File: config.mk
export PLATFORM = sky130hd
export DESIGN_NAME = down_counter_timer
export DESIGN_NICKNAME = d
export VERILOG_FILES = /design/src/rtl/down_counter_timer.sv
export SDC_FILE = /design/constraint.sdc
export NUM_CORES = 1
export LEC_CHECK = 0
export BUFFER_PORTS_ARGS = -buffer_cell sky130_fd_sc_hd__buf_2
export CORE_UTILIZATION = 35
export DETAILED_ROUTE_END_ITERATION = 10
export HOLD_SLACK_MARGIN = 0.02
export PLACE_DENSITY = 0.69
export RECOVER_POWER = 100
export REMOVE_ABC_BUFFERS = 1
export SETUP_SLACK_MARGIN = 0.15
export SYNTH_ARGS = -nofsm -noshare
export SYNTH_HDL_FRONTEND = slang
export SYNTH_SLANG_ARGS = --single-unit
File: constraint.sdc
create_clock -name clk -period 1.6 [get_ports clk]
set_clock_uncertainty 0.1 [all_clocks]
set_input_delay 0.24 -clock clk [delete_from_list [all_inputs] [get_ports clk]]
set_output_delay 0.24 -clock clk [all_outputs]
set_load 0.005 [all_outputs]
File: src/rtl/down_counter_timer.sv
// Loadable down counter with terminal-count strobe, one-shot/auto-reload modes and pause/resume.
// Optional tick prescaler enabled by defining DOWN_COUNTER_TIMER_PRESCALE_EN.
module down_counter_timer #(
    parameter int unsigned WIDTH    = 4,
    parameter int unsigned PRESCALE = 4
) (
    input  logic             clk,
    input  logic             reset,
    input  logic             load,
    input  logic [WIDTH-1:0] load_val,
    input  logic             start,
    input  logic             stop,
    input  logic             mode,
    output logic [WIDTH-1:0] count,
    output logic             tc,
    output logic             busy,
    output logic             done
);

    // Elaboration-time parameter sanity checks.
    if (WIDTH < 2) begin : g_bad_width
        $error("down_counter_timer: WIDTH must be at least 2");
    end
    if (PRESCALE < 2) begin : g_bad_prescale
        $error("down_counter_timer: PRESCALE must be at least 2");
    end

    localparam logic [WIDTH-1:0] CNT_ZERO = WIDTH'(0);
    localparam logic [WIDTH-1:0] CNT_ONE  = WIDTH'(1);

    typedef enum logic [1:0] {
        IDLE = 2'd0,
        RUN  = 2'd1,
        DONE = 2'd2
    } state_t;

    state_t           state_q;
    state_t           state_n;
    logic [WIDTH-1:0] count_n;
    logic [WIDTH-1:0] reload_q;
    logic [WIDTH-1:0] reload_n;
    logic             tc_n;
    logic             tick_c;
    logic             go_c;

`ifdef DOWN_COUNTER_TIMER_PRESCALE_EN
    localparam int unsigned PW = (PRESCALE > 1) ? $clog2(PRESCALE) : 1;

    logic [PW-1:0] presc_q;
    logic [PW-1:0] presc_n;

    // A tick fires on the last cycle of each prescale period.
    assign tick_c = (presc_q == PW'(PRESCALE - 1));
`else
    assign tick_c = 1'b1;
`endif

    // stop outranks start; load outranks both and is handled first below.
    assign go_c = start & ~stop;

    // Next-state, next-count and terminal strobe.
    always_comb begin
        state_n  = state_q;
        count_n  = count;
        reload_n = reload_q;
        tc_n     = 1'b0;
`ifdef DOWN_COUNTER_TIMER_PRESCALE_EN
        presc_n  = presc_q;
`endif
        if (load) begin
            count_n  = load_val;
            reload_n = load_val;
            state_n  = IDLE;
`ifdef DOWN_COUNTER_TIMER_PRESCALE_EN
            presc_n  = '0;
`endif
        end else begin
            unique case (state_q)
                IDLE: begin
                    if (go_c && (count != CNT_ZERO)) begin
                        state_n = RUN;
                    end
                end
                RUN: begin
                    if (stop) begin
                        // Pause keeps count and any partial prescale period.
                        state_n = IDLE;
                    end else begin
`ifdef DOWN_COUNTER_TIMER_PRESCALE_EN
                        presc_n = tick_c ? '0 : presc_q + PW'(1);
`endif
                        if (tick_c) begin
                            if (count > CNT_ONE) begin
                                count_n = count - CNT_ONE;
                            end else if (count == CNT_ONE) begin
                                tc_n = 1'b1;
                                if (mode) begin
                                    count_n = reload_q;
                                end else begin
                                    count_n = CNT_ZERO;
                                    state_n = DONE;
                                end
                            end else begin
                                // Zero in RUN is unreachable; park safely instead of wrapping.
                                count_n = CNT_ZERO;
                                state_n = DONE;
                            end
                        end
                    end
                end
                DONE: begin
                    if (go_c && (reload_q != CNT_ZERO)) begin
                        count_n = reload_q;
                        state_n = RUN;
`ifdef DOWN_COUNTER_TIMER_PRESCALE_EN
                        presc_n = '0;
`endif
                    end
                end
                default: begin
                    state_n = IDLE;
                end
            endcase
        end
    end

    // State and output registers; busy/done are registered decodes of the next state.
    always_ff @(posedge clk or posedge reset) begin
        if (reset) begin
            state_q  <= IDLE;
            count    <= CNT_ZERO;
            reload_q <= CNT_ZERO;
            tc       <= 1'b0;
            busy     <= 1'b0;
            done     <= 1'b0;
        end else begin
            state_q  <= state_n;
            count    <= count_n;
            reload_q <= reload_n;
            tc       <= tc_n;
            busy     <= (state_n == RUN);
            done     <= (state_n == DONE);
        end
    end

`ifdef DOWN_COUNTER_TIMER_PRESCALE_EN
    // Prescaler register.
    always_ff @(posedge clk or posedge reset) begin
        if (reset) begin
            presc_q <= '0;
        end else begin
            presc_q <= presc_n;
        end
    end
`endif

endmodule

# == After elaboration in Yosys (flattened, before gate mapping) ==
# Index checks and enable logic that the tools add are counted.
# word_totals
out_inout_bits,7
ff_bits,13
# op_classes
n_lt_le_gt_ge,1
bitwise_logic,2
muxes,20
n_reduce_logical,7
eq_ne,7
addsub,1
# ops
operator,count
$mux 4,6
$mux 2,7
$pmux 4 s2,1
$reduce_bool 4->1,2
$ne 3x3->1 const B,2
$pmux 2 s3,1
$mux 1,5
$eq 2x1->1 const B,2
$eq 2x2->1 const B,2
$eq 4x1->1 const B,1
$gt 4x1->1 const B,1
$sub 4x1->4 const B,1
$reduce_and 3->1,1
$reduce_bool 3->1,1
$logic_and 1x1->1,2
$logic_not 2->1,1
$and 1x1->1,1
$not 1->1,1

# == Logic depth before layout (Yosys ltp) ==
# logic_depth
ltp_word,7
depth_mapped,6
mapped_depth_nobuf,6

# == Least setup slack after synthesis ==
# Ideal clock, no wire load.
# synth_timing
kind,register to register
start,register count[0]
end,register count[0]
path_buffers,0
path_slack_ps,-139
arrival_ps,1557
stages_incl_launch_ff,7
period_less_slack_ps,1739
cell_sequence,dfrtp_1 -> inv_1 -> ha_1 -> or2_0 -> a211o_1 -> a2bb2oi_1 -> a31oi_1
# synth_via
elab_chain_cells,6
elab_cells_between_ends,8
# synth_lines
element,line_no,text
start: declaration,14,"output logic [WIDTH-1:0] count,"
start signal: assignment,138,count <= count_n;
"parallel branches: the longest is 2 deep, another holds $sub 4x1->4",--,
$mux 4 (*),93,if (count > CNT_ONE) begin
$mux 4 (*),85,if (stop) begin
$pmux 4 s2 (*),78,unique case (state_q)
$mux 4 (*),70,if (load) begin
# Every way passes the cells marked *. The select of a mux whose other input is x is not followed.
# A chain may end at the register's enable or synchronous reset.

# == Final worst setup path ==
# layout_timing
start,register reload_q[2]
end,register count[3]
# layout_via
elab_chain_cells,4
# layout_lines
element,line_no,text
start: declaration,40,logic [WIDTH-1:0] reload_q;
start signal: assignment,139,reload_q <= reload_n;
$reduce_bool 4->1,112,if (go_c && (reload_q != CNT_ZERO)) begin
$logic_and 1x1->1,112,
$ne 3x3->1 (no source line),--,
$reduce_and 3->1 (no source line),--,
# Every way passes these cells.

==> results.json <==
{
  "grt_pass1_vias": 592,
  "start_util_pct": 37.56,
  "clkTransAtPathRegs_ps": 80,
  "crit_arrival_ps": 1820,
  "drt-total-wl_um": 1770,
  "dr.first_iter.drc_count": 6,
  "p_leak_nw": 0.4685,
  "yosysWarnings": 0,
  "cts_buffer_depth": 2,
  "h-tree-depth": 1,
  "cts_sinks": 13,
  "grt_pass1_wl_um": 2635,
  "wl_per_cell_um": 13.31,
  "cp.required_ps": 1660,
  "status": "finished, violations left",
  "antenna_found_initial": 0,
  "dieArea_um2": 2293,
  "numCtsBuffers": 3,
  "die_h_um": 47.89,
  "hold_class": "in2reg",
  "ys_ff_latch": 13,
  "slew_headroom_pct": 64.91,
  "layoutNonFillerInstCount": 133,
  "netlist_area_um2": 737.0,
  "via_count": 664,
  "setup.worst_path.start_class": "flop",
  "worst_slack_ps": -156.8,
  "fillers": 195,
  "fmax_ghz": 0.5692,
  "overflow": 0,
  "worst_pin_slew_ps": 525.8,
  "io_pins": 17,
  "crit_slowest_cell": "or4_4",
  "worst-path-max-fanout": 8,
  "final-setup-viol-count": 6,
  "final_antenna_net_count": 0,
  "critPathMaxStageDelay_ps": 560,
  "failed_checks": "setup timing",
  "rows": 16,
  "synth_top_flop_cell": "dfrtp_1",
  "rsz0062_at_grt": "true",
  "powerDensity_nw_per_um2": 962.3,
  "routabilityCongestion": 0.7953,
  "layout_common_cells": "dfrtp_1, buf_2, buf_4",
  "hold_viol": 0,
  "core_area_um2": 1962,
  "period_minus_slack_ps": 1757,
  "firstDrtPassIters": 4,
  "ys_seq_area_share_pct": 44.14,
  "dp_hpwl_um": 1299,
  "cts_root_buf": "clkbuf_4",
  "antennaDiodeCount": 0,
  "crit_type": "reg2reg",
  "syn_to_final_growth_pct": 40.07,
  "syn_inst": 70,
  "grt_start_max_net_pins": 14,
  "clock_latency_ps": 280,
  "synth_cell_types": 36,
  "worstPathCellList": "or4_4, a311o_4, a22o_1",
  "post-route-util_pct": 52.61,
  "syn_area_per_cell_um2": 10.53,
  "peakVddDrop_mv": 0.5908,
  "io_buffers": 16,
  "crit_path_end_kind": "flop",
  "drv_slew": 0,
  "cap_violations": 0,
  "ys_async_sr_fraction_pct": 100.0,
  "synth_edf_count": 0,
  "track_usage_pct": 17.22,
  "fin_crit_sh_pct": 109.8,
  "drive_above_1_share_pct": 41.51,
  "drc": 0,
  "dp_cells": 126,
  "nNetsFinal": 120,
  "pre_cts_slack_ps": -140.4,
  "die_x_um": 47.89,
  "cts_tree": "done",
  "vias_per_cell": 4.992
}
final cells by class:
| class | instances | area [um^2] | area share, % |
|---|---|---|---|
| Timing Repair Buffer | 35 | 210.2 | 20.36 |
| Multi-Input combinational cell | 49 | 417.9 | 40.48 |
| Sequential cell | 13 | 325.3 | 31.52 |
| Inverter | 5 | 18.77 | 1.818 |
| Clock buffer | 4 | 26.28 | 2.545 |
| Tap cell | 27 | 33.78 | 3.273 |
sequential cells by signal, summed over array words and instances, names as in the netlist:
signal	cells
count	4
state_q	2
busy	1
done	1
tc	1
reload_q	4
critical path, delay by kind of cell (launching register included):
| kind | cells | cell delay (ps) |
|---|---|---|
| DFF | 1 | 380 |
| AOI/OAI and AO/OA | 2 | 610 |
| and+or+nand+nor | 1 | 560 |
path summary, 6_finish.rpt:
path	slack [ps]	depth (start not counted)	end	startpoint
worst max-delay path	-160	3	count[3]	reload_q[2]
worst max register to register	-160	3	count[3]	reload_q[2]
worst min-delay path	100	2	reload_q[1]	load_val[1]
max in group asynchronous	610	3	state_q[0]	reset
min in group asynchronous	430	3	reload_q[1]	reset
worst min register to register	420	1	tc	state_q[1]
power by group:
group          total, mW  internal, mW  leakage [nW]  switching (mW)
logic              0.396         0.209         0.291           0.187
registers          0.395         0.369         0.162          0.0266
clock network      0.202        0.0966        0.0150           0.105
total              0.993         0.674         0.468           0.319
cells by family after synthesis:
logic type	Yosys count	share of synthesized area, %
and+or+nand+nor	22	16.47
AOI/OAI and AO/OA	20	23.94
adders and majority gates	3	5.094
DFF	13	44.14
muxes	4	6.112
buffers and inverters	8	4.243
cells in the mapped netlist (2+ instances only):
master     count  share of area (%)
a2bb2oi_1      2                2.4
a31oi_1        2                1.7
dfrtp_1       13                 44
ha_1           3                5.1
inv_1          5                2.5
mux2_1         4                6.1
nand2_1        3                1.5
nand3_1        2                1.4
nor2_1         5                2.5
nor2b_1        2                1.7
nor3_1         3                2.0
o2bb2ai_1      2                2.4
routing by layer:
metal  vias up  wire [um]  share of wire, %  GRT usage [%]
met1       309        822                46          23.86
met2        16        843                48          24.59
li1        335          -                 -              -
met5         -          0                 0              0
met3         4         63               3.6          3.396
met4         0         40               2.3          10.00
what timing repair did:
item                                   in CTS  in global routing
hold buffers                                1                  0
setup endpoints to repair                   8                  9
endpoints found under the hold margin      13                  0
pin swaps                                   2                  2
setup buffers                               1                  1
cloned                                      0                  0
resized for setup                           8                  4
per-stage QoR:
stage | cell area, um^2 | hold slack [ps] | setup TNS (ps) | power (mW)
after floorplan | 724.4 | 16.96 | -452.9 | 0.5736
after global placement | 958.4 | 188.4 | -368.6 | 0.7518
after detailed placement | 958.4 | 200.3 | -569.4 | 0.7590
after CTS | 1030 | 90.33 | -541.6 | 1.004
after global routing | 1032 | 96.93 | -876.0 | 1.057
final | 1032 | 98.89 | -526.9 | 0.9933
Power figures use the tool's default switching activity.
